==> config.mk <==
export PLATFORM = sky130hd
export DESIGN_NAME = leaf_switch_flat
export DESIGN_NICKNAME = d
export VERILOG_FILES = /design/src/rtl/leaf_switch_if.sv /design/src/rtl/leaf_switch.sv /design/src/flat_wrapper.sv
export SDC_FILE = /design/constraint.sdc
export NUM_CORES = 1
export LEC_CHECK = 0
export CAP_MARGIN = 40
export CELL_PAD_IN_SITES_DETAIL_PLACEMENT = 1
export CELL_PAD_IN_SITES_GLOBAL_PLACEMENT = 2
export CORE_AREA = 2 2 250 252
export CTS_BUF_LIST = sky130_fd_sc_hd__clkbuf_16
export DETAILED_ROUTE_END_ITERATION = 12
export DIE_AREA = 0 0 252 254
export PLACE_DENSITY_LB_ADDON = 0.1
export SLEW_MARGIN = 10
export SYNTH_ARGS = -nofsm -noshare
export SYNTH_HDL_FRONTEND = slang
export SYNTH_SLANG_ARGS = --single-unit
==> constraint.sdc <==
create_clock -name clk -period 7.3 [get_ports clk]
set_input_delay 0.73 -clock clk [delete_from_list [all_inputs] [get_ports clk]]
set_output_delay 0.73 -clock clk [all_outputs]
set_load 0.05 [all_outputs]
==> src/rtl/leaf_switch_if.sv <==
// Flit bus between a leaf_switch and its four leaf NIs plus the uplink toward the group tier.
// The switch uses the slave modport; the surrounding NIs / upper tier use master.
interface leaf_switch_if #(
  parameter int unsigned DATA_W = 16
);
  logic [4*DATA_W-1:0] leaf_data_in;
  logic [3:0]          leaf_valid_in;
  logic [3:0]          leaf_ready_out;
  logic [4*DATA_W-1:0] leaf_data_out;
  logic [3:0]          leaf_valid_out;
  logic [DATA_W-1:0]   up_data_in;
  logic                up_valid_in;
  logic                up_ready_out;
  logic [DATA_W-1:0]   up_data_out;
  logic                up_valid_out;
  logic                up_ready_in;

  modport slave (
    input  leaf_data_in, leaf_valid_in, up_data_in, up_valid_in, up_ready_in,
    output leaf_ready_out, leaf_data_out, leaf_valid_out, up_ready_out, up_data_out,
           up_valid_out
  );

  modport master (
    output leaf_data_in, leaf_valid_in, up_data_in, up_valid_in, up_ready_in,
    input  leaf_ready_out, leaf_data_out, leaf_valid_out, up_ready_out, up_data_out,
           up_valid_out
  );
endinterface

==> src/rtl/leaf_switch.sv <==
// First-level NoC switch: four leaves plus one uplink, per-input FIFOs, per-output RR arbiters.
// Define LEAF_SW_DROP_CNT_EN to add the saturating drop_cnt output.
module leaf_switch #(
  parameter int unsigned DATA_W   = 16,
  parameter logic [3:0]  GROUP_ID = 4'd1,
  parameter int unsigned IN_DEPTH = 4
) (
  input  logic       clk,
  input  logic       reset,
`ifdef LEAF_SW_DROP_CNT_EN
  output logic [7:0] drop_cnt,
`endif
  leaf_switch_if.slave bus
);
  localparam int unsigned NumPorts = 5;
  localparam int unsigned Uplink   = 4;
  localparam int unsigned PtrW     = $clog2(IN_DEPTH);
  localparam int unsigned CntW     = PtrW + 1;
  localparam logic [CntW-1:0] FullCnt  = CntW'(IN_DEPTH);
  localparam logic [CntW-1:0] ReadyMax = CntW'(IN_DEPTH - 2);

  logic [DATA_W-1:0]   in_data [NumPorts];
  logic [NumPorts-1:0] in_valid;

  logic [DATA_W-1:0]   mem_q    [NumPorts][IN_DEPTH];
  logic [PtrW-1:0]     wr_ptr_q [NumPorts];
  logic [PtrW-1:0]     rd_ptr_q [NumPorts];
  logic [CntW-1:0]     count_q  [NumPorts];
  logic [NumPorts-1:0] push, pop, ready;

  logic [DATA_W-1:0]   head [NumPorts];
  logic [2:0]          dest [NumPorts];
  logic [NumPorts-1:0] fwd, discard;

  logic [2:0]          rr_ptr_q  [NumPorts];
  logic [2:0]          rr_ptr_d  [NumPorts];
  logic [2:0]          grant_idx [NumPorts];
  logic [NumPorts-1:0] grant_any;

  logic [DATA_W-1:0]   out_data_q [NumPorts];
  logic [NumPorts-1:0] out_valid_q;
  logic [4*DATA_W-1:0] leaf_data_flat;

  always_comb begin
    for (int i = 0; i < 4; i++) begin
      in_data[i] = bus.leaf_data_in[i*DATA_W +: DATA_W];
    end
    in_data[Uplink] = bus.up_data_in;
    in_valid        = {bus.up_valid_in, bus.leaf_valid_in};
  end

  // Head decode: local group picks a leaf, otherwise leaves go up and uplink flits are discarded.
  always_comb begin
    for (int i = 0; i < NumPorts; i++) begin
      head[i]    = mem_q[i][rd_ptr_q[i]];
      push[i]    = in_valid[i] && (count_q[i] != FullCnt);
      ready[i]   = (count_q[i] <= ReadyMax);
      fwd[i]     = 1'b0;
      discard[i] = 1'b0;
      dest[i]    = 3'(Uplink);
      if (count_q[i] != '0) begin
        if (head[i][DATA_W-1 -: 4] == GROUP_ID) begin
          fwd[i]  = 1'b1;
          dest[i] = {1'b0, head[i][DATA_W-5 -: 2]};
        end else if (i == int'(Uplink)) begin
          discard[i] = 1'b1;
        end else begin
          fwd[i] = 1'b1;
        end
      end
    end
  end

  // Per-output round robin, searching upward from the input after the last winner.
  always_comb begin
    for (int o = 0; o < NumPorts; o++) begin
      int unsigned cand;
      logic        found;
      cand         = 0;
      found        = 1'b0;
      grant_idx[o] = '0;
      rr_ptr_d[o]  = rr_ptr_q[o];
      if ((o != int'(Uplink)) || bus.up_ready_in) begin
        for (int k = 1; k <= NumPorts; k++) begin
          cand = int'(rr_ptr_q[o]) + k;
          if (cand >= NumPorts) begin
            cand = cand - NumPorts;
          end
          if (!found && fwd[cand] && (dest[cand] == 3'(o))) begin
            found        = 1'b1;
            grant_idx[o] = 3'(cand);
          end
        end
      end
      grant_any[o] = found;
      if (found) begin
        rr_ptr_d[o] = grant_idx[o];
      end
    end
  end

  always_comb begin
    for (int i = 0; i < NumPorts; i++) begin
      pop[i] = discard[i] || (fwd[i] && grant_any[dest[i]] && (grant_idx[dest[i]] == 3'(i)));
    end
  end

  always_ff @(posedge clk) begin
    for (int i = 0; i < NumPorts; i++) begin
      if (push[i]) begin
        mem_q[i][wr_ptr_q[i]] <= in_data[i];
      end
    end
  end

  always_ff @(posedge clk or posedge reset) begin
    if (reset) begin
      for (int i = 0; i < NumPorts; i++) begin
        wr_ptr_q[i] <= '0;
        rd_ptr_q[i] <= '0;
        count_q[i]  <= '0;
      end
    end else begin
      for (int i = 0; i < NumPorts; i++) begin
        if (push[i]) begin
          wr_ptr_q[i] <= wr_ptr_q[i] + 1'b1;
        end
        if (pop[i]) begin
          rd_ptr_q[i] <= rd_ptr_q[i] + 1'b1;
        end
        case ({push[i], pop[i]})
          2'b10:   count_q[i] <= count_q[i] + 1'b1;
          2'b01:   count_q[i] <= count_q[i] - 1'b1;
          default: count_q[i] <= count_q[i];
        endcase
      end
    end
  end

  always_ff @(posedge clk or posedge reset) begin
    if (reset) begin
      out_valid_q <= '0;
      for (int o = 0; o < NumPorts; o++) begin
        out_data_q[o] <= '0;
        rr_ptr_q[o]   <= 3'd4;
      end
    end else begin
      out_valid_q <= grant_any;
      for (int o = 0; o < NumPorts; o++) begin
        rr_ptr_q[o] <= rr_ptr_d[o];
        if (grant_any[o]) begin
          out_data_q[o] <= head[grant_idx[o]];
        end
      end
    end
  end

  always_comb begin
    for (int o = 0; o < 4; o++) begin
      leaf_data_flat[o*DATA_W +: DATA_W] = out_data_q[o];
    end
  end

  assign bus.leaf_data_out  = leaf_data_flat;
  assign bus.leaf_valid_out = out_valid_q[3:0];
  assign bus.up_data_out    = out_data_q[Uplink];
  assign bus.up_valid_out   = out_valid_q[Uplink];
  assign bus.leaf_ready_out = ready[3:0];
  assign bus.up_ready_out   = ready[Uplink];

`ifdef LEAF_SW_DROP_CNT_EN
  logic [7:0] drop_cnt_q;
  logic [8:0] drop_sum;

  always_comb begin
    drop_sum = {1'b0, drop_cnt_q};
    for (int i = 0; i < NumPorts; i++) begin
      drop_sum = drop_sum + 9'(in_valid[i] && (count_q[i] == FullCnt));
    end
    drop_sum = drop_sum + 9'(discard[Uplink]);
  end

  always_ff @(posedge clk or posedge reset) begin
    if (reset) begin
      drop_cnt_q <= '0;
    end else begin
      drop_cnt_q <= (drop_sum > 9'd255) ? 8'hFF : drop_sum[7:0];
    end
  end

  assign drop_cnt = drop_cnt_q;
`endif
endmodule

==> src/flat_wrapper.sv <==
// flat-port wrapper written by rule: the top's interface ports become plain ports
module leaf_switch_flat 
#(
  parameter int unsigned DATA_W   = 16,
  parameter logic [3:0]  GROUP_ID = 4'd1,
  parameter int unsigned IN_DEPTH = 4
)
  (clk, reset, bus_leaf_data_in, bus_leaf_valid_in, bus_up_data_in, bus_up_valid_in, bus_up_ready_in, bus_leaf_ready_out, bus_leaf_data_out, bus_leaf_valid_out, bus_up_ready_out, bus_up_data_out, bus_up_valid_out);
  leaf_switch_if #(.DATA_W(DATA_W)) bus_i ();
  input  logic clk;
  input  logic reset;
  input wire logic [$bits(bus_i.leaf_data_in)-1:0] bus_leaf_data_in;
  input wire logic [$bits(bus_i.leaf_valid_in)-1:0] bus_leaf_valid_in;
  input wire logic [$bits(bus_i.up_data_in)-1:0] bus_up_data_in;
  input wire logic [$bits(bus_i.up_valid_in)-1:0] bus_up_valid_in;
  input wire logic [$bits(bus_i.up_ready_in)-1:0] bus_up_ready_in;
  output wire logic [$bits(bus_i.leaf_ready_out)-1:0] bus_leaf_ready_out;
  output wire logic [$bits(bus_i.leaf_data_out)-1:0] bus_leaf_data_out;
  output wire logic [$bits(bus_i.leaf_valid_out)-1:0] bus_leaf_valid_out;
  output wire logic [$bits(bus_i.up_ready_out)-1:0] bus_up_ready_out;
  output wire logic [$bits(bus_i.up_data_out)-1:0] bus_up_data_out;
  output wire logic [$bits(bus_i.up_valid_out)-1:0] bus_up_valid_out;
  assign bus_i.leaf_data_in = bus_leaf_data_in;
  assign bus_i.leaf_valid_in = bus_leaf_valid_in;
  assign bus_i.up_data_in = bus_up_data_in;
  assign bus_i.up_valid_in = bus_up_valid_in;
  assign bus_i.up_ready_in = bus_up_ready_in;
  assign bus_leaf_ready_out = bus_i.leaf_ready_out;
  assign bus_leaf_data_out = bus_i.leaf_data_out;
  assign bus_leaf_valid_out = bus_i.leaf_valid_out;
  assign bus_up_ready_out = bus_i.up_ready_out;
  assign bus_up_data_out = bus_i.up_data_out;
  assign bus_up_valid_out = bus_i.up_valid_out;
  leaf_switch #(.DATA_W(DATA_W), .GROUP_ID(GROUP_ID), .IN_DEPTH(IN_DEPTH)) u_core (.clk(clk), .reset(reset), .bus(bus_i));
endmodule
== Word level (Yosys, flattened, before mapping) ==
Memories as Yosys holds them, arrays and structs flattened.
Index checks and enable logic that the tools add are counted.

* Bitwise operators: 45
* Add/subtract/negate cells: 70
* Multiplexer cells: 309
* Reduce and logical (&&, ||, !) cells: 102
* Order comparisons: 110
* Eq/ne operators: 44

{| class="wikitable"
|+ Operators by type and width
! cell !! count
|-
| 32-bit 2-to-1 mux || 30
|-
| 33-bit by 4-bit >= comparator with 1-bit output (second input constant) || 25
|-
| 32-bit NOT with 33-bit output || 25
|-
| 32-bit by 3-bit >= comparator with 1-bit output (second input constant) || 25
|-
| 32-bit by 4-bit less-than comparator with 1-bit output (second input constant) || 25
|-
| 32-bit by 3-bit subtractor with 32-bit output (second input constant) || 25
|-
| 16-bit 2-to-1 mux || 25
|-
| 64-bit 2-to-1 mux || 5
|-
| 3-bit 2-to-1 mux || 96
|-
| 3-bit binary-select mux with 3-bit select || 30
|-
| 16-bit binary-select mux with 3-bit select || 5
|-
| 16-bit binary-select mux with 2-bit select || 5
|-
| 16-bit demux with 2-bit select || 5
|-
| 1-bit binary-select mux with 3-bit select || 30
|-
| 1-bit 2-to-1 mux || 73
|-
| 1-bit logical AND || 65
|-
| 3-bit by 2-bit adder with 4-bit output (second input constant) || 10
|-
| 3-bit by 3-bit adder with 4-bit output (second input constant) || 10
|-
| 4-bit >= comparator (second input constant) || 10
|-
| 3-bit NOT with 4-bit output || 10
|-
| 3-bit by 2-bit equality test with 1-bit output (second input constant) || 12
|-
| 3-bit >= comparator (second input constant) || 10
|-
| 2-bit NOT with 3-bit output || 10
|-
| 3-bit case mux with 2 select lines || 5
|-
| 18 further kinds || 109
|}

* Register bits: 135
* Word-level logic and storage cells: 707
* Memory bits (writable): 320
* Memories kept: 1

{| class="wikitable"
|+ Memory list
! memory !! words !! width !! read ports !! clocked after Yosys merged registers in !! wr ports !! line !! source
|-
| u_core.mem_q || 5 || 64 || 5 || 0 || 5 || leaf_switch.sv:25 || <nowiki>logic [DATA_W-1:0] mem_q [NumPorts][IN_DEPTH];</nowiki>
|}

== Logic depth before layout (Yosys ltp) ==
Gate-level depths: netlist of the first run.

* Word-level depth: 42
* Gate-level depth with buffers: 24

== Least setup slack after synthesis of the first run ==
OpenSTA, ideal clock, no wires.

* Kind: register -> register
* Start point: register u_core.rr_ptr_q[14] in the netlist's numbering
* End point: register u_core.count_q[14] in the netlist's numbering
* Path slack: 1.941 ns
* Arrival: 5.280 ns
* Data required time: 7.221 ns
* Stages on the path, launching flop included: 21
* Cells stage by stage: dfstp_2 > clkbuf_1 > inv_1 > ha_1 > or3b_2 > a221oi_1 > mux2i_1 > o32ai_1 > o32ai_1 > or3b_2 > a32oi_1 > a31oi_1 > nor4_1 > nor2_1 > a31oi_1 > ha_1 > inv_1 > fa_1 > xor2_1 > nor2_1 > xor2_1

* Word-level cells in the longest chain between the ends: 33
* Elaborated cells on any way between the ends: 90
* Classes of those cells: add/sub: 10; order compare: 5; eq/ne: 2; mux: 46; bitwise: 5; reduce/logical: 22

{| class="wikitable"
|+ Ends and longest elaborated chain
! element !! line !! source
|-
| start: declaration || leaf_switch.sv:35 || <nowiki>logic [2:0] rr_ptr_q [NumPorts];</nowiki>
|-
| start signal: indexed assignment || leaf_switch.sv:150 || <nowiki>rr_ptr_q[o] <= rr_ptr_d[o];</nowiki>
|-
| 3-bit by 1-bit adder with 4-bit output || leaf_switch.sv:85 || <nowiki>cand = int'(rr_ptr_q[o]) + k;</nowiki>
|-
| 32-bit by 3-bit subtractor with 32-bit output / 32-bit by 3-bit >= comparator with 1-bit output (equally long branches) || leaf_switch.sv:87, leaf_switch.sv:86 ||
|-
| 32-bit 2-to-1 mux || leaf_switch.sv:86 || <nowiki>if (cand >= NumPorts) begin</nowiki>
|-
| 32-bit NOT with 33-bit output (implied by the code) || leaf_switch.sv:89 || <nowiki>if (!found && fwd[cand] && (dest[cand] == 3'(o))) begin</nowiki>
|-
| 3-bit binary-select mux with 3-bit select || leaf_switch.sv:89 ||
|-
| 3-bit 2-to-1 mux (implied by the code) (2 in a row) || leaf_switch.sv:89 ||
|-
| 3-bit logical NOT || leaf_switch.sv:89 ||
|-
| 1-bit logical AND || leaf_switch.sv:89 ||
|-
| (+16 left out) || - ||
|-
| 3-bit 2-to-1 mux || leaf_switch.sv:89 ||
|-
| 3-bit binary-select mux with 3-bit select || leaf_switch.sv:104 || <nowiki>pop[i] = discard[i] || (fwd[i] && grant_any[dest[i]] && (grant_idx[dest[i]] == 3'(i)));</nowiki>
|-
| 3-bit 2-to-1 mux (implied by the code) (2 in a row) || leaf_switch.sv:104 ||
|-
| 3-bit logical NOT || leaf_switch.sv:104 ||
|-
| 1-bit logical AND * || leaf_switch.sv:104 ||
|-
| net u_core.pop[0] || leaf_switch.sv:29 || <nowiki>logic [NumPorts-1:0] push, pop, ready;</nowiki>
|-
| 2-bit by 1-bit equality test with 1-bit output / 2-bit equality test (equally long branches) || leaf_switch.sv:131 || <nowiki>case ({push[i], pop[i]})</nowiki>
|-
| 3-bit case mux with 2 select lines / 2-bit nonzero test (equally long branches) || - ||
|-
| end signal: indexed assignment || leaf_switch.sv:132 || <nowiki>2'b10: count_q[i] <= count_q[i] + 1'b1;</nowiki>
|-
| end signal: indexed assignment || leaf_switch.sv:133 || <nowiki>2'b01: count_q[i] <= count_q[i] - 1'b1;</nowiki>
|-
| end signal: indexed assignment || leaf_switch.sv:134 || <nowiki>default: count_q[i] <= count_q[i];</nowiki>
|-
| end: declaration || leaf_switch.sv:28 || <nowiki>logic [CntW-1:0] count_q [NumPorts];</nowiki>
|}

The timed path passes the listed nets; every way through them passes the cells marked *. The select of a mux whose other input is x is not followed.
A chain may end at the register's enable or synchronous reset.

== Final worst setup path of the first run ==
* Start point: register u_core.rd_ptr_q[4] in the netlist's numbering
* End point: register u_core.count_q[2] in the netlist's numbering

* Word-level cells in the longest chain between the ends: 42
* Elaborated cells on any way between the ends: 241
* Classes of those cells: eq/ne: 24; mux: 142; bitwise: 1; reduce/logical: 74

{| class="wikitable"
|+ Ends and longest elaborated chain
! element !! line !! source
|-
| start: declaration || leaf_switch.sv:27 || <nowiki>logic [PtrW-1:0] rd_ptr_q [NumPorts];</nowiki>
|-
| start signal: indexed assignment || leaf_switch.sv:129 || <nowiki>rd_ptr_q[i] <= rd_ptr_q[i] + 1'b1;</nowiki>
|-
| 2-bit NOT with 3-bit output (implied by the code) * || leaf_switch.sv:55 || <nowiki>head[i] = mem_q[i][rd_ptr_q[i]];</nowiki>
|-
| 16-bit binary-select mux with 2-bit select * || leaf_switch.sv:55 ||
|-
| 16-bit 2-to-1 mux (implied by the code) * (2 in a row) || leaf_switch.sv:55 ||
|-
| 4-bit by 1-bit equality test with 1-bit output || leaf_switch.sv:62 || <nowiki>if (head[i][DATA_W-1 -: 4] == GROUP_ID) begin</nowiki>
|-
| 3-bit 2-to-1 mux * || leaf_switch.sv:62 ||
|-
| 3-bit 2-to-1 mux * || leaf_switch.sv:61 || <nowiki>if (count_q[i] != '0) begin</nowiki>
|-
| 3-bit binary-select mux with 3-bit select || leaf_switch.sv:89 ||
|-
| 3-bit 2-to-1 mux (implied by the code) (2 in a row) || leaf_switch.sv:89 ||
|-
| (+24 left out) || - ||
|-
| 3-bit binary-select mux with 3-bit select || leaf_switch.sv:104 ||
|-
| 3-bit 2-to-1 mux (implied by the code) (2 in a row) || leaf_switch.sv:104 ||
|-
| 3-bit equality test || leaf_switch.sv:104 ||
|-
| 1-bit logical AND * || leaf_switch.sv:104 ||
|-
| 1-bit logical OR * || leaf_switch.sv:104 ||
|-
| net u_core.pop[4] || leaf_switch.sv:29 ||
|-
| 2-bit by 1-bit equality test with 1-bit output / 2-bit equality test (equally long branches) || leaf_switch.sv:131 ||
|-
| 3-bit case mux with 2 select lines / 2-bit nonzero test (equally long branches) || - ||
|}

Marks and branches as above.

==> impl_metrics.ini, run 1 <==
[routing]
ant_nets = 0
vias = 18000
routedWlPerCell_um = 27.1
first_iter_violations = 1097
route.detailed.drc = 0
dr.pass1.iters = 6
wl_mm = 82.6
viasPerCell = 5.91

[floorplanning]
die_x_um = 252
pin_count = 178
rows = 91
core_sq_um = 61300
fp.dieH_um = 254
fp.dieArea_sq_um = 64000
initial_core_util_pct = 40.8

[synth]
synth-seq-cells = 455
syn_inst = 2010
seq_area_frac_synth_pct = 52.0
synth_area_leaders = edfxtp_1, dfrtp_1, mux2i_1, mux4_2, ha_1
yosysWarnings = 0
netlist_area_sq_um = 25000
async_flop_share_pct = 29.7
syn-num-nets = 2183
ys.flop_type = edfxtp_1
synth_cell_types = 98
syn_avg_cell_area_sq_um = 12.4
yosys.area.top_type_share_pct = 38.4
synth_top_area_cell = edfxtp_1
synth_edf_count = 320

[sta]
max_freq_mhz = 165
hold_violations = 0
period_needed_ns = 6.05
setup_viol = 0
fin_crit_sh_pct = 82.8
max-slew-margin-rel_pct = 37.9
tightest_slew_ns = 0.930
finClkSkew_ns = 0.0240
final_max_slew_viol_count = 0
fin_tns_setup_ns = 0
grt_setup_unrepaired = no

[clock_tree]
h-tree-depth = 2
clock_sink_count = 455
cts_resized = 0
insertion_delay_ns = 0.61
cts_root_buf = clkbuf_16
clk_path_buf_depth = 3
clkSlewWorstSetupHoldPaths_ns = 0.06
cts_buffers = 51
hold_buffers = 0
cts_tree = yes
post-cts-setup-buffers = 0

[global_route]
grt_antenna_before_repair = 0
grt_pass1_wl_mm = 123
grt_start_max_net_pins = 80
globalRouteOverflowTotal = 0
track_usage_pct = 25.7
grt_pass1_vias = 18800

[worst_setup_path]
cp-start-kind = register
critPathCaptureType = register
worstReg2RegStart = u_core.rd_ptr_q[4]$_DFFE_PP0P_
path_max_fanout = 10
path_class = register to register
critPathLaunch = u_core.rd_ptr_q[4]$_DFFE_PP0P_
cp_data_required_time_ns = 7.82
cp.arrival_ns = 6.56

[placement]
place_congestion = 0.908
placed_cells = 2943
portBuffers = 177
dp_hpwl_mm = 61.1
postPlaceCellArea_sq_um = 28000

[outcome]
status = finished clean

[job]
drv_cap = 0

[final_layout]
final_common_cell = edfxtp_1
fillers = 6352
layout.cells.non_filler = 3043
syn2layout_area_growth_pct = 18.8
drive_gt1_share_pct = 13.8
layout_common_cells = edfxtp_1, mux2i_1, clkdlybuf4s50_1, dfrtp_1, inv_1
fin_area_sq_um = 29700
nNetsFinal = 2382

[hold_path]
holdCritPathClass = primary input to async pin
==> per-stage QoR <==
step                      util (%)  hold slack [ns]  worst slack [ns]
final                         48.5            0.414              1.25
after global routing          48.5            0.397             0.889
after CTS                     48.4            0.475              1.27
after detailed placement      45.7            0.457              1.29
after global placement        45.3            0.454              1.31
after floorplan                  -            0.484              1.94
==> state kept, by name (all words and copies together), names as in the netlist <==
| signal | flops |
|---|---|
| u_core.out_valid_q | 5 |
| u_core.rr_ptr_q | 15 |
| u_core.count_q | 15 |
| u_core.bus.up_data_out | 16 |
| u_core.rd_ptr_q | 10 |
| u_core.wr_ptr_q | 10 |
| u_core.mem_q | 320 |
| u_core.bus.leaf_data_out | 64 |
==> final cells by class <==
type                    count  area [sq um]  share of cell area [%]
clock inverters            42           275                   0.927
well taps                 790           988                    3.33
clock buffers              54          1350                    4.55
flip-flops and latches    455         13000                    43.7
diodes                      1          2.50                 0.00842
repair buffers            248          2470                    8.33
inverters                  90           343                    1.15
multi-input cells        1363         11300                    38.0
==> cell families (layout without fill, tap and decap cells) <==
logic type	Yosys count	after routing	synth area share (%)
simple gates	520	520	11.3
flops	455	455	52.0
compound gates	413	413	11.4
mux	298	298	15.9
buf+inv	192	434	3.14
fa+ha+maj	85	85	4.55
xor+xnor	47	47	1.65
other cells	0	1	0
==> cell usage after synthesis, types with 18 or more instances <==
cell type  count
inv_1         87
and2_1        49
nor2b_1       26
nor4_1        20
nand2_1       97
nand2b_1      35
clkbuf_1      72
xnor2_1       30
ha_1          75
mux2_2        28
dfrtp_1      130
mux4_2        77
nor2_1        93
a211oi_1      19
nand3_1       29
a21oi_1       67
edfxtp_1     320
o22ai_1       25
mux2i_1      193
o21ai_0       97
nor3_1        44
or3_1         18
==> worst paths after layout <==
kind                                                             to  slack (ns)  cells after the start
max                                   u_core.count_q[2]$_DFFE_PP0P_        1.25                     16
min                        u_core.bus.leaf_data_out[15]$_DFFE_PP0N_        0.41                      2
max reg2reg                           u_core.count_q[2]$_DFFE_PP0P_        1.25                     16
min reg2reg                u_core.bus.leaf_data_out[43]$_DFFE_PP0N_        0.47                      1
max in group asynchronous            u_core.wr_ptr_q[5]$_DFFE_PP0P_        5.80                      5
min in group clk           u_core.bus.leaf_data_out[43]$_DFFE_PP0N_        0.47                      1
==> worst max-delay path, stage by stage (launching register included) <==
cell      delay [ns]
dfrtp_1         0.65
mux4_2          0.63
or4b_4          0.64
or4_1           0.68
nor4_1          0.33
o31ai_1         0.19
o311ai_0        0.26
a21oi_1         0.16
a311oi_1        0.73
inv_1           0.19
a21oi_1         0.41
ha_1            0.26
inv_1           0.06
fa_1            0.37
xor2_1          0.15
nor2_1          0.11
xor2_1          0.15
==> routing by layer <==
metal | global-route usage [%] | wire [um] | part of all wire (%)
met3 | 2.92 | 2900 | 3.5
met1 | 34.7 | 36700 | 44
met4 | 7.30 | 2210 | 2.7
met2 | 43.7 | 40700 | 49
met5 | 0 | 0 | 0
Power of run 1 is left out: the tool's default activity adds up to more than one toggle a clock period on the data nets, which glitch-free logic cannot reach.
==> run 2, diff against run 1 <==
Clock period 7.3 ns to 5.9 ns, I/O delays scaled along.
==> run 2 against run 1 <==
Against the previous run:
- hold slack got worse by 0.056 ns
- non-clock buffer count rose by 36
- die area did not move
- via count rose by 0.46%
- clock-buffer cell count fell by 4
- critical path type unchanged
==> impl_metrics.ini, run 2 (synthesized netlist as in run 1, its figures left out) <==
[clock_tree]
insertion_delay_ns = 0.62
clock_sink_count = 455
h-tree-depth = 2
clk_path_buf_depth = 3
cts_root_buf = clkbuf_16
clkSlewWorstSetupHoldPaths_ns = 0.06
cts_buffers = 50
cts_tree = yes
post-cts-setup-buffers = 0

[job]
drv_cap = 0

[final_layout]
nNetsFinal = 2417
syn2layout_area_growth_pct = 20.0
seqCellArea_sq_um = 13000
layout_common_cells = edfxtp_1, mux2i_1, clkdlybuf4s50_1, dfrtp_1
multi_input_area_sq_um = 11300
fillers = 6288
largest_reg_flops = 320
final_common_cell = edfxtp_1
drive_gt1_share_pct = 15.3

[global_route]
grt_pass1_wl_mm = 124
globalRouteOverflowTotal = 0
track_usage_pct = 26.1
grt_start_max_net_pins = 52
grt_antenna_before_repair = 3
grt_pass1_vias = 18900

[worst_setup_path]
rrSetupSlack_ns = 0.26
cp.arrival_ns = 6.14
path_max_fanout = 9
path_cells = mux4_2, or4b_4, or3_4, mux2_2, o22a_1, o31a_1, a211oi_1, a31oi_2, and2b_1, nand3_1, a31oi_1, ha_1, inv_1, fa_1, xor2_1, nor2_1, xor2_1
critPathCaptureType = register
path_class = register to register
crit_path_top_delay_cell = or4b_4
cp-start-kind = register
slowest_delay_ns = 0.63
path_common_cell = xor2_1
cp_data_required_time_ns = 6.40

[sta]
finClkSkew_ns = 0.0620
setup_viol = 0
final_max_slew_viol_count = 0
max_freq_mhz = 177
tightest_slew_ns = 0.924
fin_crit_sh_pct = 95.6
hold_violations = 0
max-slew-margin-rel_pct = 38.1
setup_ws_ns = 0.262
period_needed_ns = 5.64

[floorplanning]
pin_count = 178
rows = 91
fp.dieH_um = 254
initial_core_util_pct = 40.8
core_sq_um = 61300
die_x_um = 252
fp.dieArea_sq_um = 64000

[routing]
first_iter_violations = 1310
ant_nets = 0
wl_mm = 83.4
vias = 18100
routedWlPerCell_um = 27.1
dr.pass1.iters = 5
route.detailed.drc = 0
viasPerCell = 5.88

[placement]
dp_hpwl_mm = 63.2
dp_slack_ns = 0.131
place_congestion = 0.919
portBuffers = 177

[hold_path]
holdCritPathClass = primary input to async pin

[outcome]
status = finished clean
==> run 2: layout make-up <==
class	instances	share of cell area, %
flip-flops and latches	455	43.3
multi-input cells	1363	37.7
repair buffers	284	9.06
clock buffers	50	4.17
well taps	790	3.29
clock inverters	42	1.33
inverters	90	1.14
diodes	2	0.0167
==> run 2: worst max-delay path, delay by kind of cell (launching register included) <==
kind	cells	cell delay, ns
AND/OR/NAND/NOR	5	1.62
AO/OA/AOI/OAI	5	1.61
multiplexers	2	0.85
adder cells (fa/ha/maj)	2	0.64
flip-flops	1	0.48
XOR/XNOR	2	0.29
buffers and inverters	1	0.06
==> run 2: layer usage <==
layer | global-route usage [%] | part of all wire, % | vias to the layer above
met5 | 0 | 0.023 | -
met4 | 7.90 | 2.8 | 2
met3 | 3.74 | 4.7 | 113
met2 | 43.7 | 49 | 445
met1 | 35.2 | 44 | 9308
li1 | - | - | 8213
==> run 2: final timing paths <==
check,startpoint,endpoint,depth (start not counted)
max,u_core.rd_ptr_q[4]$_DFFE_PP0P_,u_core.count_q[14]$_DFFE_PP0P_,17
min,reset,u_core.bus.leaf_data_out[4]$_DFFE_PP0N_,2
max reg2reg,u_core.rd_ptr_q[4]$_DFFE_PP0P_,u_core.count_q[14]$_DFFE_PP0P_,17
min reg2reg,u_core.bus.leaf_data_out[26]$_DFFE_PP0N_,u_core.bus.leaf_data_out[26]$_DFFE_PP0N_,1
max in group asynchronous,reset,u_core.bus.leaf_data_out[25]$_DFFE_PP0N_,3
min in group clk,u_core.bus.leaf_data_out[26]$_DFFE_PP0N_,u_core.bus.leaf_data_out[26]$_DFFE_PP0N_,1
==> run 2: what timing repair did <==
action,in CTS,in global routing
resized for setup,0,11
setup endpoints to repair,0,7
hold buffers,0,0
endpoints found under the hold margin,0,0
==> run 2: metrics by stage <==
stage / std cells / cell area (sq um) / utilization [%] / setup TNS, ns / hold WS, ns
after floorplan: 2010 / 25000 / - / 0 / 0.484
after global placement: 2962 / 28000 / 45.7 / 0 / 0.454
after detailed placement: 2981 / 28300 / 46.2 / 0 / 0.463
after CTS: 3073 / 30000 / 48.9 / 0 / 0.352
after global routing: 3074 / 30000 / 49.0 / -0.00771 / 0.368
final: 3076 / 30000 / 49.0 / 0 / 0.358
Power of run 2 is left out for the same reason.
==> run 3, diff against run 2 <==
Settings changed: CAP_MARGIN 40 to 30, CTS_BUF_LIST sky130_fd_sc_hd__clkbuf_16 to not set, RECOVER_POWER set to 50.
==> run 3 against run 2 <==
Against the previous run:
- worst setup slack lost 0.060 ns
- the run now ends with capacitance limit, slew limit left
- maximum frequency down 1.1%
- non-clock buffer count down 13
- global-route usage is essentially flat
- via count is essentially flat
- register-to-register slack worse by 0.06 ns
- critical path depth is the same
- hold slack improved by 0.12 ns
==> impl_metrics.ini, run 3 (synthesized netlist as in run 1, its figures left out) <==
[routing]
wl_mm = 83.6
dr.pass1.iters = 5
route.detailed.drc = 0
first_iter_violations = 1230
viasPerCell = 5.92
vias = 18100
routedWlPerCell_um = 27.3
ant_nets = 0

[sta]
fin_crit_sh_pct = 96.6
max_freq_mhz = 175
finClkSkew_ns = 0.0233
tightest_slew_ns = 3.83
fin_tns_setup_ns = 0
final_max_slew_viol_count = 140
grt_setup_unrepaired = no
hold_violations = 0
setup_viol = 0
period_needed_ns = 5.70
max-slew-margin-rel_pct = -155

[final_layout]
drive_gt1_share_pct = 14.7
nNetsFinal = 2402
num_antenna_cells = 0
largest_reg_flops = 320
syn2layout_area_growth_pct = 18.8
final_common_cell = edfxtp_1
layout_common_cells = edfxtp_1, mux2i_1, dfrtp_1

[clock_tree]
cts_buffers = 48
clk_path_buf_depth = 3
cts_root_buf = clkbuf_16
clkSlewWorstSetupHoldPaths_ns = 0.06
clock_sink_count = 455
h-tree-depth = 2
cts_tree = yes
insertion_delay_ns = 0.61

[outcome]
violations = capacitance limit, slew limit
status = complete, but fails checks

[global_route]
globalRouteOverflowTotal = 0
grt_pass1_wl_mm = 125
track_usage_pct = 26.1
grt_antenna_before_repair = 6
grt_pass1_vias = 18900
grt_start_max_net_pins = 58

[worst_setup_path]
slowest_delay_ns = 0.62
cp.arrival_ns = 6.21
path_max_fanout = 9
path_common_cell = xor2_1
timing.critical_path.buf_inv = 1
path_class = register to register
crit_family = simple AND/OR/NAND/NOR gates
path_cells = mux4_2, or4b_4, or3_4, o32ai_1, o21ai_0, and3b_1, a311o_1, o31ai_4, and2b_1, nand3_1, a31oi_2, ha_1, inv_1, fa_1, xor2_1, nor2_1, xor2_1
critPathCaptureType = register
crit_path_top_delay_cell = or4b_4
cp_data_required_time_ns = 6.41
cp-start-kind = register

[placement]
dp_hpwl_mm = 62.5
portBuffers = 177
place_congestion = 0.919

[hold_path]
holdCritPathClass = register to register

[floorplanning]
fp.dieArea_sq_um = 64000
die_x_um = 252
fp.dieH_um = 254
rows = 91
pin_count = 178
core_sq_um = 61300
initial_core_util_pct = 40.8

[job]
drv_cap = 3
run 3: cell types whose count changed in the layout (fill, tap and decap cells not counted), sizes merged:
cell,change
clkinv,-8
clkdlybuf4s50,-81
inv,-8
buf,-16
clkinvlp,+2
clkbuf,+15
diode,-2
dlygate4sd3,+81
run 3: worst paths after layout:
path / from / to / slack (ns) / cells after the start
max in group asynchronous: reset / u_core.bus.leaf_data_out[43]$_DFFE_PP0N_ / 0.78 / 3
min reg2reg: u_core.bus.leaf_data_out[28]$_DFFE_PP0N_ / u_core.bus.leaf_data_out[28]$_DFFE_PP0N_ / 0.47 / 1
min in group asynchronous: reset / u_core.bus.leaf_data_out[13]$_DFFE_PP0N_ / 0.86 / 2
max: u_core.rd_ptr_q[4]$_DFFE_PP0P_ / u_core.count_q[14]$_DFFE_PP0P_ / 0.20 / 17
min: u_core.bus.leaf_data_out[28]$_DFFE_PP0N_ / u_core.bus.leaf_data_out[28]$_DFFE_PP0N_ / 0.47 / 1
max reg2reg: u_core.rd_ptr_q[4]$_DFFE_PP0P_ / u_core.count_q[14]$_DFFE_PP0P_ / 0.20 / 17
run 3: worst register-to-register path: cells and delay by family, from the launching register on:
family / cells / cell delay [ns]
compound gates: 5 / 1.58
xor+xnor: 2 / 0.32
fa+ha+maj: 2 / 0.61
buf+inv: 1 / 0.06
flops: 1 / 0.55
mux: 1 / 0.61
simple gates: 6 / 1.86
run 3: area by class of cell:
| type | count | area, sq um |
|---|---|---|
| clock buffers | 62 | 1270 |
| well taps | 790 | 988 |
| multi-input cells | 1363 | 11300 |
| inverters | 90 | 339 |
| clock inverters | 28 | 339 |
| flip-flops and latches | 455 | 13000 |
| fillers | 6340 | 31500 |
| repair buffers | 271 | 2460 |
run 3: what timing repair did:
action | CTS | global route
setup buffers | 0 | 5
resized for setup | 0 | 10
hold endpoints to repair | 0 | 0
hold buffers | 0 | 0
endpoints found under the setup margin | 0 | 6
run 3: layer usage:
layer	part of all wire, %	vias to the layer above	track usage [%]	wire (um)
li1	-	8165	-	-
met1	45	9405	36.0	37500
met2	49	407	43.9	41000
met3	3.7	113	2.93	3110
met4	2.4	6	6.73	1980
met5	0.055	-	0	46
run 3: per-stage QoR:
step                      instances  utilization [%]  instance area [sq um]  hold WS [ns]  worst slack [ns]
after floorplan                2010                -                  25000         0.484             0.541
after global placement         2962             45.7                  28000         0.454             0.191
after detailed placement       2962             45.7                  28000         0.465            0.0899
after CTS                      3052             48.4                  29600         0.353            0.0520
after global routing           3059             48.5                  29700         0.495           0.00244
final                          3059             48.5                  29700         0.473             0.201
Power of run 3 is left out for the same reason.
